===== src/rtl/wb_port_arbiter.sv =====
// ---------------------------------------------------------------------------
// wb_port_arbiter
//   Three-port register-file write-back arbiter. Each requester presents a
//   destination register number and write data. One requester is accepted per
//   cycle (combinational grant). The accepted write appears one cycle later
//   as a one-hot register-file write enable plus the data.
//
//   Selection is round-robin by default. Defining WBA_FIXED_PRIO_EN switches
//   it to fixed priority Req0 > Req1 > Req2. Last is still tracked in that mode.
//
// Ports
//   Clk            : clock, rising edge
//   Clrn           : asynchronous active-low reset
//   Req0..Req2     : requester has a register write pending
//   Rd0..Rd2 [4:0] : destination register of each requester
//   D0..D2  [31:0] : write data of each requester
//   Hold           : register file cannot accept a write this cycle
//   Gnt0..Gnt2     : combinational, one-hot or zero, requester accepted now
//   Wen     [31:0] : registered one-hot write enable (r0 never enabled)
//   Wd      [31:0] : registered write data
//   Last    [1:0]  : registered index of the last granted requester
// ---------------------------------------------------------------------------
module wb_port_arbiter (
  input  logic        Clk,
  input  logic        Clrn,
  input  logic        Req0,
  input  logic        Req1,
  input  logic        Req2,
  input  logic [4:0]  Rd0,
  input  logic [4:0]  Rd1,
  input  logic [4:0]  Rd2,
  input  logic [31:0] D0,
  input  logic [31:0] D1,
  input  logic [31:0] D2,
  input  logic        Hold,
  output logic        Gnt0,
  output logic        Gnt1,
  output logic        Gnt2,
  output logic [31:0] Wen,
  output logic [31:0] Wd,
  output logic [1:0]  Last
);

  // 5-to-32 one-hot decode; register 0 is hard-wired and never enabled.
  function automatic logic [31:0] decode_rd(input logic [4:0] rd);
    logic [31:0] onehot;
    onehot = 32'd0;
    if (rd != 5'd0) begin
      onehot[rd] = 1'b1;
    end else begin
      onehot = 32'd0;
    end
    return onehot;
  endfunction

  // Round-robin pick: returns {valid, index}; the search starts after 'last'.
  // An out-of-range last (3) behaves like 2, so requester 0 is searched first.
  function automatic logic [2:0] rr_pick(input logic [2:0] req, input logic [1:0] last);
    logic [2:0] pick;
    pick = 3'b000;
    case (last)
      2'd0: begin
        if (req[1])      pick = 3'b101;
        else if (req[2]) pick = 3'b110;
        else if (req[0]) pick = 3'b100;
        else             pick = 3'b000;
      end
      2'd1: begin
        if (req[2])      pick = 3'b110;
        else if (req[0]) pick = 3'b100;
        else if (req[1]) pick = 3'b101;
        else             pick = 3'b000;
      end
      default: begin
        if (req[0])      pick = 3'b100;
        else if (req[1]) pick = 3'b101;
        else if (req[2]) pick = 3'b110;
        else             pick = 3'b000;
      end
    endcase
    return pick;
  endfunction

  logic [31:0] wen_q, wen_d;
  logic [31:0] wd_q, wd_d;
  logic [1:0]  last_q, last_d;

  logic [2:0]  req_v;
  logic [2:0]  pick;
  logic        gnt_any;
  logic [1:0]  gnt_idx;
  logic [2:0]  gnt;
  logic [4:0]  sel_rd;
  logic [31:0] sel_d;

  // Grant selection; Hold and an active reset both suppress every grant.
  always_comb begin
    req_v = {Req2, Req1, Req0} & {3{~Hold & Clrn}};
    pick  = 3'b000;
`ifdef WBA_FIXED_PRIO_EN
    if (req_v[0])      pick = 3'b100;
    else if (req_v[1]) pick = 3'b101;
    else if (req_v[2]) pick = 3'b110;
    else               pick = 3'b000;
`else
    pick = rr_pick(req_v, last_q);
`endif
    gnt_any = pick[2];
    gnt_idx = pick[1:0];
    if (gnt_any) begin
      gnt = 3'b001 << gnt_idx;
    end else begin
      gnt = 3'b000;
    end
  end

  // Route the granted requester's register number and data.
  always_comb begin
    sel_rd = 5'd0;
    sel_d  = 32'd0;
    case (gnt_idx)
      2'd0: begin
        sel_rd = Rd0;
        sel_d  = D0;
      end
      2'd1: begin
        sel_rd = Rd1;
        sel_d  = D1;
      end
      default: begin
        sel_rd = Rd2;
        sel_d  = D2;
      end
    endcase
  end

  // Next-state for the write-back stage; a cycle without a grant clears it.
  always_comb begin
    wen_d  = 32'd0;
    wd_d   = 32'd0;
    last_d = last_q;
    if (gnt_any) begin
      wen_d  = decode_rd(sel_rd);
      wd_d   = sel_d;
      last_d = gnt_idx;
    end else begin
      wen_d  = 32'd0;
      wd_d   = 32'd0;
      last_d = last_q;
    end
  end

  // Write-back stage and arbitration history registers.
  always_ff @(posedge Clk or negedge Clrn) begin
    if (!Clrn) begin
      wen_q  <= 32'd0;
      wd_q   <= 32'd0;
      last_q <= 2'd2;
    end else begin
      wen_q  <= wen_d;
      wd_q   <= wd_d;
      last_q <= last_d;
    end
  end

  assign Gnt0 = gnt[0];
  assign Gnt1 = gnt[1];
  assign Gnt2 = gnt[2];
  assign Wen  = wen_q;
  assign Wd   = wd_q;
  assign Last = last_q;

endmodule

===== config.mk =====
export PLATFORM = sky130hd
export DESIGN_NAME = wb_port_arbiter
export DESIGN_NICKNAME = d
export VERILOG_FILES = /design/src/rtl/wb_port_arbiter.sv
export SDC_FILE = /design/constraint.sdc
export NUM_CORES = 1
export LEC_CHECK = 0
export CAP_MARGIN = 20
export CELL_PAD_IN_SITES_DETAIL_PLACEMENT = 0
export CELL_PAD_IN_SITES_GLOBAL_PLACEMENT = 1
export CORE_MARGIN = 4
export CORE_UTILIZATION = 25
export DETAILED_ROUTE_END_ITERATION = 16
export HOLD_SLACK_MARGIN = 0.12
export PLACE_DENSITY_LB_ADDON = 0.1
export SETUP_SLACK_MARGIN = 0.5
export SLEW_MARGIN = 20
export SYNTH_ARGS = -nofsm -noshare
export SYNTH_HDL_FRONTEND = slang
export SYNTH_SLANG_ARGS = --single-unit
export TNS_END_PERCENT = 5

===== constraint.sdc =====
create_clock -name Clk -period 3.8 [get_ports Clk]
set_clock_uncertainty 0.1 [all_clocks]
set_input_delay 0.57 -clock Clk [delete_from_list [all_inputs] [get_ports Clk]]
set_output_delay 0.57 -clock Clk [all_outputs]
set_load 0.03 [all_outputs]

Yosys cells after proc, flatten, opt, wreduce, memory -nomap -nowiden

Cells that the tools add are included.

$lt $le $gt $ge: 2
Equal/unequal tests: 2
Shift-type cells: 1
Muxes and demuxes: 18
Bitwise operators: 3
Reduce and logical (&&, ||, !) cells: 4

Operators by type and width:

| operator              | number |
|---|---|
| $mux W32              | 3 |
| $pmux W32 S2          | 1 |
| $mux W3               | 10 |
| $pmux W5 S2           | 1 |
| $lt A5 B6 Y1 const B  | 1 |
| $pmux W3 S2           | 1 |
| $demux W1 S5          | 1 |
| $ge A5 B1 Y1 const B  | 1 |
| $reduce_bool A5 Y1    | 1 |
| $eq A2 B1 Y1 const B  | 2 |
| $logic_not A2 Y1      | 2 |
| $and A3 B3 Y3         | 1 |
| $shl A1 B2 Y3 const A | 1 |
| $and A1 B1 Y1         | 1 |
| $logic_and A1 B1 Y1   | 1 |
| $mux W1               | 1 |
| $not A1 Y1            | 1 |

Flip-flop bits (word level): 66
Input bits: 117
Output and inout bits: 69
Word-level logic and storage cells: 33

Logic depth before layout (Yosys ltp)

Depth after elaboration: 15
Depth in mapped cells: 8

Worst setup path after synthesis

No wires, ideal clock.

Path kind: register to output
Start point: register last_q[1] (netlist: Last[1])
End point: output Gnt0
Data arrival time: 1.955 ns
Required time: 3.130 ns
Path slack: 1.175 ns
Stages on the path, launching flop included: 6
Path buffers: 1
Path through: dfstp_2 > nor2_1 > nand3_2 > nand2_1 > nor3_1 > clkbuf_1

Word-level cells in the longest chain between the ends: 4
Elaborated cells between the ends (all ways): 5
Classes of those cells: eq/ne (1); shift (1); mux (2); reduce/logical (1)

Ends and longest elaborated chain:

| item                                                    | line | source |
|---|---|---|
| from (decl)                                             | 86   | `logic [1:0] last_q, last_d;` |
| from (signal assigned)                                  | 162  | `last_q <= last_d;` |
| $eq A2 B1 Y1 / $logic_not A2 Y1 (equally long branches) | 61   | `case (last)` |
| $pmux W3 S2 (*)                                         | 61   |  |
| $shl A1 B2 Y3                                           | 111  | `gnt = 3'b001 << gnt_idx;` |
| $mux W3 (*)                                             | 110  | `if (gnt_any) begin` |
| to (decl)                                               | 36   | `output logic Gnt0,` |

Mark *: on every way between the ends. The rest lies on a longest branch, timed or not.

Worst setup path in the final report

Start point: input Req1
End point: output Gnt2

Word-level cells in the longest chain between the ends: 7
Elaborated cells between the ends (all ways): 10
Classes of those cells: shift (1); mux (8); bitwise (1)

Ends and longest elaborated chain:

| item              | line | source |
|---|---|---|
| from (decl)       | 27   | `input logic Req1,` |
| $and A3 B3 Y3 (*) | 98   | `req_v = {Req2, Req1, Req0} & {3{~Hold & Clrn}};` |
| $mux W3           | 71   | `else if (req[1]) pick = 3'b101;` |
| $mux W3           | 70   | `else if (req[0]) pick = 3'b100;` |
| $mux W3           | 69   | `if (req[2]) pick = 3'b110;` |
| $pmux W3 S2 (*)   | 61   |  |
| $shl A1 B2 Y3     | 111  |  |
| $mux W3 (*)       | 110  |  |
| to (decl)         | 38   | `output logic Gnt2,` |

Marked as above.

==> run_results.csv <==
group,metric,value,unit
run_status,outcome,"finished, final reports clean",
power,clkPwrFrac,32.9,%
synth,synth.cell_area,0.00261,mm2
power,sequentialPowerShare,42.0,%
clock_tree,numCtsBuffers,9,
detailed_routing,dr.pass1.iters,5,
global_route,antenna_found_initial,1,
global_route,grt_pass1_wl,13.0,mm
clock_tree,clock-sinks,66,
critical_path,crit_top_cell,"clkdlybuf4s50_1",
synth,syn_inst,220,
sta,slew_violations,0,
clock_tree,htree_num_levels,3,
synth,synth_edf_count,0,
critical_path,crit_path_start_kind,"input pin",
die,dieArea,0.0121,mm2
critical_path,cp_data_arrival_time,2.55,ns
hold_path,hp-class,"in -> async",
clock_tree,post_cts_buffers,0,
placed_design,dp_hpwl,7.04,mm
power,p_int,1.29,mW
die,row_count,37,
power,vdd_drop_max,0.186,mV
layout,final_util,47.1,%
layout,fin_area,0.00482,mm2
clock_tree,max-clock-path-buffers,2,
global_route,grtUsageTotal,14.4,%
power,p_leak,2.22,nW
sta,finalSetupTns,0,ns
critical_path,rrSetupSlack,1.46,ns
placed_design,dpl_cell_area,0.00461,mm2
die,core_area,0.0102,mm2
sta,setup_violations,0,
synth,synth_cell_type_count,35,
synth,synthTopCellsByCount,"dfrtp_1 (65), a222oi_1 (32), inv_1 (32), nor2_1 (32), clkbuf_1 (10)",
synth,synth-main-ff-cell,"dfrtp_1",
power,comb_power_share,25.1,%
sta,period_share,84.6,%
sta,max_slew_margin,49.3,%
synth,synth_area_leaders,"dfrtp_1 (62%), a222oi_1 (12%), inv_1 (4.6%), nor2_1 (4.6%), clkbuf_1 (1.4%)",
power,swShare,28.6,%
critical_path,cpMaxStageDelayCell,"clkdlybuf4s50_1",
sta,min_period,3.22,ns
global_route,gr-total-overflow,0,
detailed_routing,drt_iter0_markers,149,
sta,grt_setup_unrepaired,"true",
layout,layout-drive-gt1-share,8.19,%
layout,areaGrowthSynthToFinish,84.9,%
critical_path,worstPathMaxFanout,12,
synth,syn_nets,337,
detailed_routing,vias,2510,
layout,finalNetCount,527,
die,io_pins,186,
clock_tree,cts_tree,"done",
synth,synth.largest_area_cell,"dfrtp_1",
die,initial_core_util,25.5,%
global_route,grt_start_max_net_pins,65,
die,die_h,110,um
synth,syn_avg_cell_area,11.9,um2
clock_tree,clk_pin_slew,0.08,ns
placed_design,io_buffers,185,
sta,layout_setup_ws,0.584,ns
critical_path,crit_required,3.13,ns
power,p_per_area,375,mW/mm2
synth,ys_ff_latch,66,
detailed_routing,wl_per_cell,16.2,um
detailed_routing,routed_via_density,4.56,
critical_path,timing.critical_path.buf_inv,3,
sta,finalHoldViolations,0,
power,power.switching,0.517,mW
clock_tree,clock_latency,0.34,ns
critical_path,crit_chain,"clkdlybuf4s50_1 -> o21ai_1 -> and3_4 -> nand2_4 -> inv_2 -> clkdlybuf4s50_1",
layout,antennaDiodeCount,0,
detailed_routing,drc,0,
power,finalPower,1.81,mW
sta,worst-slew-pin-transition,0.761,ns
synth,ys_seq_area_share,63.4,%
die,die_width,110,um
detailed_routing,wirelength,8.94,mm
synth,synth_top_cell_area_share,62.4,%
global_route,grt_pass1_vias,2382,
synth,yosys_warnings,0,
sta,fmaxAchievable,0.311,GHz
synth,postSynth.asyncResetShare,100,%
detailed_routing,drtAntennaViolNets,0,
placed_design,gp_congestion,0.714,
placed_design,place_ws,0.565,ns
critical_path,path_delay_family,"buffers and inverters",
critical_path,end_kind,"output port",
critical_path,path_class,"in -> out",
clock_tree,cts-root-buf,"clkbuf_8",
synth,yosysMostFrequentCell,"dfrtp_1",
critical_path,cpPeakStageDelay,0.76,ns
flow_run,maxCapViolCount,0,
cell families (layout without fill, tap and decap cells):
group                  after synthesis  after routing  share of synthesized area, %
flip-flops                          66             66                          63.4
AND/OR/NAND/NOR                     60             60                          12.0
AO/OA/AOI/OAI                       49             49                          17.8
buffers and inverters               44            239                          6.62
other                                1              1                         0.144
state kept, by name (all words and copies together), names as in the netlist:
| signal | flops |
|---|---|
| Wen | 32 |
| Wd | 32 |
| Last | 2 |
metrics by stage:
step,cells,hold WS [ns]
after global placement,534,0.285
after floorplan,220,0.174
after global routing,551,0.428
final,551,0.352
after CTS,551,0.381
after detailed placement,534,0.284
timing repair:
action,in CTS,in global routing
hold buffers,1,0
resized for setup,0,1
endpoints found under the hold margin,2,0
setup endpoints to repair,0,2
area by class of cell:
class | count | area [um2]
Multi-Input combinational cell | 110 | 790
Inverter | 33 | 124
Fill cell | 958 | 5410
Sequential cell | 66 | 1650
Clock inverter | 6 | 66.3
Clock buffer | 10 | 138
Tap cell | 136 | 170
Timing Repair Buffer | 190 | 1880
final timing paths:
path,start,endpoint,cells after the start
setup / recovery,Req1,Gnt2,6
hold / removal,Clrn,Wd[29],2
setup reg to reg,Last[1],Wen[26],6
hold reg to reg,Last[1],Last[1],2
max in group asynchronous,Clrn,Wen[6],2
min in group Clk,Last[1],Last[1],2
per-layer routing:
layer | share of wire, % | global-route usage [%] | up-vias
li1 | - | - | 1193
met1 | 36 | 16.4 | 1168
met2 | 50 | 24.1 | 135
met3 | 12 | 6.58 | 12
met4 | 1.3 | 4.75 | 2
met5 | 0.15 | 0 | -
cell usage in the layout, fill, tap and decap left out, types with 4 or more instances in the layout:
cell               n
a222oi_1          32
nand4_1            4
inv_1             32
nor2_1            32
buf_4              6
clkdlybuf4s50_1  182
nand2_1            7
clkbuf_8          10
dfrtp_1           65
and3_1             5
power groups by stage:
stage                     registers (mW)  clock network (mW)  logic (mW)
after global placement             0.771                   0       0.461
after global routing               0.763               0.645       0.486
after floorplan                    0.856                   0       0.111
final                              0.758               0.595       0.453
after CTS                          0.759               0.618       0.461
after detailed placement           0.772                   0       0.459
(Power assumes the default switching activity.)
